### config.mk
export PLATFORM = sky130hd
export DESIGN_NAME = block_check_arbiter
export DESIGN_NICKNAME = d
export VERILOG_FILES = /design/src/rtl/block_check_arbiter_pkg.sv /design/src/rtl/block_check_arbiter_nest_tracker.sv /design/src/rtl/block_check_arbiter.sv
export SDC_FILE = /design/constraint.sdc
export NUM_CORES = 1
export LEC_CHECK = 0
export ABC_AREA = 1
export BUFFER_PORTS_ARGS = -buffer_cell sky130_fd_sc_hd__buf_4
export CORE_AREA = 2 2 83 85
export CTS_CLUSTER_SIZE = 25
export DETAILED_ROUTE_END_ITERATION = 6
export DIE_AREA = 0 0 85 87
export GPL_TIMING_DRIVEN = 0
export PLACE_DENSITY_LB_ADDON = 0.08
export RECOVER_POWER = 100
export SLEW_MARGIN = 20
export SYNTH_ARGS = -nofsm -noshare
export SYNTH_HDL_FRONTEND = slang
export SYNTH_HIERARCHICAL = 1
export SYNTH_SLANG_ARGS = --single-unit
export TNS_END_PERCENT = 50
### constraint.sdc
create_clock -name clk -period 6 [get_ports clk]
set_input_delay 0.3 -clock clk [delete_from_list [all_inputs] [get_ports clk]]
set_output_delay 0.3 -clock clk [all_outputs]
set_load 0.05 [all_outputs]
### src/rtl/block_check_arbiter_pkg.sv
// block_check_arbiter_pkg: shared state encodings and character constants
package block_check_arbiter_pkg;
  typedef enum logic [1:0] {ARB, BUSY, DONE} state_e;
  typedef enum logic [3:0] {START, B, BE, BEG, BEGI, BEGIN, E, EN, END, OTHER} match_e;
  localparam logic [7:0] SPACE = 8'h20;
  localparam logic [7:0] TERM_DEFAULT = 8'h2E;
endpackage

### src/rtl/block_check_arbiter_nest_tracker.sv
// nest_tracker: matches begin/end words and tracks nesting depth with a sticky error
module nest_tracker
  import block_check_arbiter_pkg::*;
#(
  parameter int DEPTH_W = 8,
  parameter logic [7:0] TERM = TERM_DEFAULT
) (
  input  logic       clk,
  input  logic       reset,
  input  logic [7:0] ch,
  input  logic       char_en,
  input  logic       clear,
  output logic       ok_next
);
  logic [DEPTH_W-1:0] depth_q, depth_d;
  logic err_q, err_d;
  match_e m_q, m_d;
  logic [7:0] lc;
  logic sep, inc, dec;
  // word matcher step, depth update and next-cycle verdict
  always_comb begin
    lc = ch | 8'h20;
    sep = ch == SPACE || ch == TERM;
    inc = char_en && sep && m_q == BEGIN;
    dec = char_en && sep && m_q == END;
    depth_d = depth_q;
    err_d = err_q;
    m_d = m_q;
    if (char_en && sep) m_d = START;
    else if (char_en)
      case (m_q)
        START:   m_d = lc == "b" ? B : lc == "e" ? E : OTHER;
        B:       m_d = lc == "e" ? BE : OTHER;
        BE:      m_d = lc == "g" ? BEG : OTHER;
        BEG:     m_d = lc == "i" ? BEGI : OTHER;
        BEGI:    m_d = lc == "n" ? BEGIN : OTHER;
        E:       m_d = lc == "n" ? EN : OTHER;
        EN:      m_d = lc == "d" ? END : OTHER;
        default: m_d = OTHER;
      endcase
    if (inc && &depth_q) err_d = 1'b1;
    else if (inc) depth_d = depth_q + DEPTH_W'(1);
    if (dec && depth_q == '0) err_d = 1'b1;
    else if (dec) depth_d = depth_q - DEPTH_W'(1);
    ok_next = depth_d == '0 && !err_d;
    if (clear) begin
      depth_d = '0;
      err_d = 1'b0;
      m_d = START;
    end
  end
  // matcher and depth registers
  always_ff @(posedge clk) begin
    if (reset) begin
      depth_q <= '0;
      err_q <= 1'b0;
      m_q <= START;
    end else begin
      depth_q <= depth_d;
      err_q <= err_d;
      m_q <= m_d;
    end
  end
endmodule

### src/rtl/block_check_arbiter.sv
// block_check_arbiter: two-requester sentence arbiter with begin/end balance verdicts
module block_check_arbiter
  import block_check_arbiter_pkg::*;
#(
  parameter int DEPTH_W = 8,
  parameter logic [7:0] TERM = TERM_DEFAULT
) (
  input  logic       clk,
  input  logic       reset,
  input  logic [7:0] in0,
  input  logic [7:0] in1,
  input  logic       in0_valid,
  input  logic       in1_valid,
  output logic       in0_ready,
  output logic       in1_ready,
  output logic       res_valid,
  output logic       res_ok,
  output logic       res_id,
  output logic       busy
);
  state_e state_q, state_d;
  logic grant_q, grant_d, last_id_q, last_id_d;
  logic res_ok_q, res_ok_d, res_id_q, res_id_d;
  logic [7:0] ch;
  logic acc, ok_next;
  // arbitration, sentence FSM and handshake outputs
  always_comb begin
    busy = state_q == BUSY;
    res_valid = state_q == DONE;
    res_ok = res_ok_q;
    res_id = res_id_q;
    in0_ready = busy && !grant_q;
    in1_ready = busy && grant_q;
    ch = grant_q ? in1 : in0;
    acc = busy && (grant_q ? in1_valid : in0_valid);
    state_d = state_q;
    grant_d = grant_q;
    last_id_d = last_id_q;
    res_ok_d = res_ok_q;
    res_id_d = res_id_q;
    case (state_q)
      ARB: if (in0_valid || in1_valid) begin
        grant_d = in0_valid && in1_valid ? !last_id_q : in1_valid;
        last_id_d = grant_d;
        state_d = BUSY;
      end
      BUSY: if (acc && ch == TERM) begin
        res_ok_d = ok_next;
        res_id_d = grant_q;
        state_d = DONE;
      end
      default: state_d = ARB;
    endcase
  end
  // FSM and verdict registers
  always_ff @(posedge clk) begin
    if (reset) begin
      state_q <= ARB;
      grant_q <= 1'b0;
      last_id_q <= 1'b1;
      res_ok_q <= 1'b0;
      res_id_q <= 1'b0;
    end else begin
      state_q <= state_d;
      grant_q <= grant_d;
      last_id_q <= last_id_d;
      res_ok_q <= res_ok_d;
      res_id_q <= res_id_d;
    end
  end
  nest_tracker #(.DEPTH_W(DEPTH_W), .TERM(TERM)) u_nest (
    .clk(clk),
    .reset(reset),
    .ch(ch),
    .char_en(acc),
    .clear(res_valid),
    .ok_next(ok_next)
  );
endmodule

Yosys cells after proc, flatten, opt, wreduce, memory -nomap -nowiden:

Index checks and enable logic that the tools add are counted.

* register bits: 19
* bits of input ports: 20
* output and inout port bits: 6

* add/subtract/negate cells: 2
* eq/ne operators: 20
* muxes and demuxes: 21
* reduce and logical (&&, ||, !) cells: 26

Operator list (number)
* $eq 7x6->1 const B: 6
* $mux 8: 5
* $mux 4: 7
* $pmux 4 s7: 1
* $eq 4x3->1 const B: 4
* $eq 8x6->1 const B: 2
* $logic_not 8->1: 2
* $logic_and 1x1->1: 11
* $add 8x1->8 const B: 1
* $eq 4x2->1 const B: 2
* $reduce_and 8->1: 1
* $sub 8x1->8 const B: 1
* $reduce_and 2->1: 3
* $mux 1: 5
* $eq 4x1->1 const B: 1
* $eq 4x4->1 const B: 1
* $logic_not 4->1: 1
* $mux 2: 2
* $pmux 2 s2: 1
* $logic_not 1->1: 3
* $reduce_or 3->1: 1
* $eq 2x1->1 const B: 1
* $eq 2x2->1 const B: 1
* $logic_not 2->1: 1
* other kinds (4): 5

Depth between registers and ports, before layout:

* word-level depth: 11
* gate-level depth with buffers: 19
* depth with buffers taken out: 19

Hierarchy:

The synthesis kept the hierarchy.

Modules (own cells, without submodules)
* nest_tracker: instances 1, cells each 216, area each 1278.7 um2, sequential area each 260.2 um2
* block_check_arbiter: instances 1, cells each 80, area each 484.2 um2, sequential area each 120.1 um2

Worst setup path after synthesis:

No wires, ideal clock.

* kind: register -> register
* start: register grant_q
* end: register res_ok_q (netlist: res_ok)
* setup time: 64 ps
* data arrival time: 2309 ps
* required time: 5936 ps
* slack: 3627 ps
* cell stages (with the launch flop): 19
* buffers on the path: 1
* clock period less this slack: 2373 ps
* path through: dfxtp_1 buf_6 nor2_2 nand2_1 nand2_2 nand3_2 nor2_4 nand3_4 nor2_8 nand3_2 nand2_1 nand2_1 nand2_2 inv_2 nor2_2 nand2_1 nor2_2 nor2_1 nor2_1

* elaborated cells between the ends (all ways): 22
* those cells by class: eq/ne: 2; mux: 8; reduce/logical: 12

RTL lines
* from (decl): RTL line block_check_arbiter.sv:22 `logic grant_q, grant_d, last_id_q, last_id_d;`
* from (signal assigned): RTL line block_check_arbiter.sv:65 `grant_q <= grant_d;`
* $mux 1 *: RTL line block_check_arbiter.sv:35 `acc = busy && (grant_q ? in1_valid : in0_valid);`
* $logic_and 1x1->1 *: RTL line block_check_arbiter.sv:35
* named net acc: RTL line block_check_arbiter.sv:25 `logic acc, ok_next;`
* $logic_and 1x1->1 *: RTL line block_check_arbiter_nest_tracker.sv:24, block_check_arbiter_nest_tracker.sv:25
* $logic_and 1x1->1: RTL line block_check_arbiter_nest_tracker.sv:24 `inc = char_en && sep && m_q == BEGIN;`
* $mux 8 or $logic_and 1x1->1 (tied branches): RTL line block_check_arbiter_nest_tracker.sv:42, block_check_arbiter_nest_tracker.sv:41
* $mux 8: RTL line block_check_arbiter_nest_tracker.sv:41 `if (inc && &depth_q) err_d = 1'b1;`
* $mux 8: RTL line block_check_arbiter_nest_tracker.sv:44 `else if (dec) depth_d = depth_q - DEPTH_W'(1);`
* $mux 8: RTL line block_check_arbiter_nest_tracker.sv:43 `if (dec && depth_q == '0) err_d = 1'b1;`
* $logic_not 8->1: RTL line block_check_arbiter_nest_tracker.sv:45 `ok_next = depth_d == '0 && !err_d;`
* $logic_and 1x1->1 *: RTL line block_check_arbiter_nest_tracker.sv:45
* named net ok_next: RTL line block_check_arbiter.sv:25
* to (signal assigned): RTL line block_check_arbiter.sv:67 `res_ok_q <= res_ok_d;`
* to (decl): RTL line block_check_arbiter.sv:23 `logic res_ok_q, res_ok_d, res_id_q, res_id_d;`

Mark *: on every way through the listed nets, which the timed path passes. The rest lies on a longest branch.
A chain may end at the register's enable or synchronous reset.

Final worst setup path:

Same ends and word-level chain as after synthesis.

==> impl_metrics.ini <==
[status]
status = finished, final reports clean

[setup_path]
cpPeakStageDelay_ps = 570
worstReg2RegStart = grant_q
required_ps = 6200
r2r_cells = 16
crit_fanout = 9
critical_path.cell_chain = inv_1 -> nor2_1 -> nand2_1 -> nand2_1 -> nand3_2 -> nor2_1 -> nand3_4 -> nor2_1 -> nand2_1 -> nand3_1 -> nand2_1 -> a21oi_1 -> nand2_1 -> nor2_2 -> nor2_1 -> nor2_1
worstPathArrival_ps = 3300
crit_slowest_cell = nor2_1
path_delay_family = simple AND/OR/NAND/NOR gates
reg2reg_setup_slack_ps = 2900
cp_num_buf_inv = 1
worstSetupPathType = reg2reg
cp-end-kind = flip-flop
startpoint_type = flip-flop
r2r_end = res_ok

[clocking]
cts_resized = 0
cts_tree = yes
clockBufferDepth = 2
htreeDepth = 1
clk_pin_slew_worst_paths_ps = 70
clk_latency_ps = 250
cts-root-buf = clkbuf_8
cts_setup_buffers = 0
ctsHoldBuffers = 0
numCtsBuffers = 3
cts.sinks = 19

[pwr]
power_leakage_uw = 0.00101
peakVddDrop_mv = 0.0605
finalPower_uw = 291
powerDensity_nw_per_um2 = 144

[die]
core-area_um2 = 6570
start_util_pct = 26.8
die_h_um = 87
die_x_um = 85
dieArea_um2 = 7400
ios = 26
num_rows = 30

[yosys]
yosys_warnings = 6
ys_async_sr_fraction_pct = 0
yosysMostFrequentCell = nand2_1
synth_xor_xnor_area_share_pct = 1.49
yosys-top-cells-area = dfxtp_1 (22%), nand2_1 (18%), inv_1 (10%), nor2_1 (7.2%), nand3_1 (6.8%)
synth_top_flop_cell = dfxtp_1
synth_cells = 296
syn_nets = 319
yosys-mux-area-fraction_pct = 0
synth_cell_types = 27
synth_fa_ha_area_share_pct = 2.13
synth_common_cells = nand2_1 (83), inv_1 (49), nor2_1 (34)
synthSimpleGateAreaFrac_pct = 55.5
avgSynthCellArea_um2 = 5.96
synth_seq_cells = 19
synth_top_family_by_area = simple AND/OR/NAND/NOR gates
synth_edf_count = 0
yosysTopAreaCellShare_pct = 21.6
seq_area_frac_synth_pct = 21.6
synth_area_um2 = 1760
yosysTopAreaCell = dfxtp_1
synth_compound_area_share_pct = 7.10

[cells_and_area]
num-fill-cells = 723
finalNetCount = 349
drive_above_1_share_pct = 17.8
syn_to_final_growth_pct = 14.4
fin_util_pct = 30.7
diodes = 0

[routing]
drtAntennaViolNets = 0
drc = 0
drtIter0Drc = 101
post_drt_wl_per_cell_um = 10.6
routed_wirelength_um = 4280
vias = 1820
viasPerCell = 4.49
dr.pass1.iters = 5

[sta]
hold_viol_final = 0
finalClockSkew_ps = 1.31
final-setup-viol-count = 0
finalCritPeriodShare_pct = 51.7
period_minus_slack_ps = 3100
tns_ps = 0
max_freq_ghz = 0.322
maxSlewViolCount = 0
rsz0062_at_grt = no
fin_hold_ws_ps = 248
max-slew-margin-rel_pct = 51.5
worst_pin_slew_ps = 725

[global_routing]
grt_usage_pct = 12.2
grt.overflow.total = 0
grt_pass1_wl_um = 7410
grt_max_degree = 12
grt_pass1_vias = 1653
antenna_found_initial = 0

[placed_design]
portBuffers = 25
place_congestion = 0.751
post-dp-hpwl_um = 3560

[worst_hold_path]
min_path_cells = 2
hold_end = state_q[1]
min_from = reset
hold_class = in2reg

[run]
cap_violations = 0
cell usage in the layout (no fill, tap or decap):
cell and count:
clkbuf_1 6, nand3_4 1, nand2_1 86, nor2_1 38, nand3b_4 1, o21ai_2 1, nand2_2 11, nand4_1 8
nor2b_1 1, o21a_1 1, clkinv_2 2, o21bai_1 1, nor2_2 8, o211ai_1 1, clkbuf_8 3, buf_6 1
inv_2 3, nand3_2 3, nand3_1 25, inv_1 50, buf_4 19, nor3_1 7, o21ai_0 5, xor2_1 3
a21oi_1 13, ha_1 3, dfxtp_1 19, nor2_4 5
report_power, final:
| group | leakage [uW] | internal (uW) | switching (uW) |
|---|---|---|---|
| registers | 0.000154 | 129 | 2.61 |
| logic | 0.000835 | 23.9 | 45.3 |
| clock network | 0.0000255 | 46.2 | 44.1 |
kinds of logic after synthesis:
group | after synthesis
and+or+nand+nor | 194
buffers and inverters | 55
AOI/OAI and AO/OA | 22
DFF | 19
xor gates and xnor gates | 3
adders and majority gates | 3
state kept, by name (all words and copies together), names as in the netlist:
signal          count
u_nest/depth_q      8
grant_q             1
res_id              1
last_id_q           1
state_q             2
res_ok              1
u_nest/m_q          4
u_nest/err_q        1
final cells by class:
class	instances	area, um2	area share [%]
repair buffers	25	165	8.19
flip-flops and latches	19	380	18.9
clock inverters	1	5.00	0.248
well taps	80	100	4.96
clock buffers	3	41.3	2.05
multi-input cells	222	1110	55.0
inverters	54	204	10.1
plain buffers	1	11.3	0.558
layer usage:
metal / up-vias / global-route usage, % / part of all wire, %
met5: - / 0 / 0
met4: 0 / 3.90 / 0.68
met3: 2 / 1.14 / 3.2
met2: 27 / 21.3 / 48
met1: 812 / 15.8 / 48
li1: 979 / - / -
stage by stage:
stage | instance area (um2) | setup slack (ps) | std cells
floorplan | 1760 | 3630 | 296
global placement | 2050 | 3580 | 401
detailed placement | 2050 | 3610 | 401
CTS | 2100 | 3590 | 405
global route | 2020 | 2520 | 405
finish | 2020 | 2900 | 405
worst max path at each step:
| stage | cells after the start | endpoint | slack [ps] | startpoint |
|---|---|---|---|---|
| after floorplan | 18 | res_ok | 3630 | grant_q |
| after global placement | 16 | res_ok | 3580 | grant_q |
| after CTS | 16 | res_ok | 3590 | grant_q |
| final | 16 | res_ok | 2900 | grant_q |
| after detailed placement | 16 | res_ok | 3610 | grant_q |
| after global routing | 16 | res_ok | 2520 | grant_q |
Note: power is estimated with default switching activity, not from simulation.
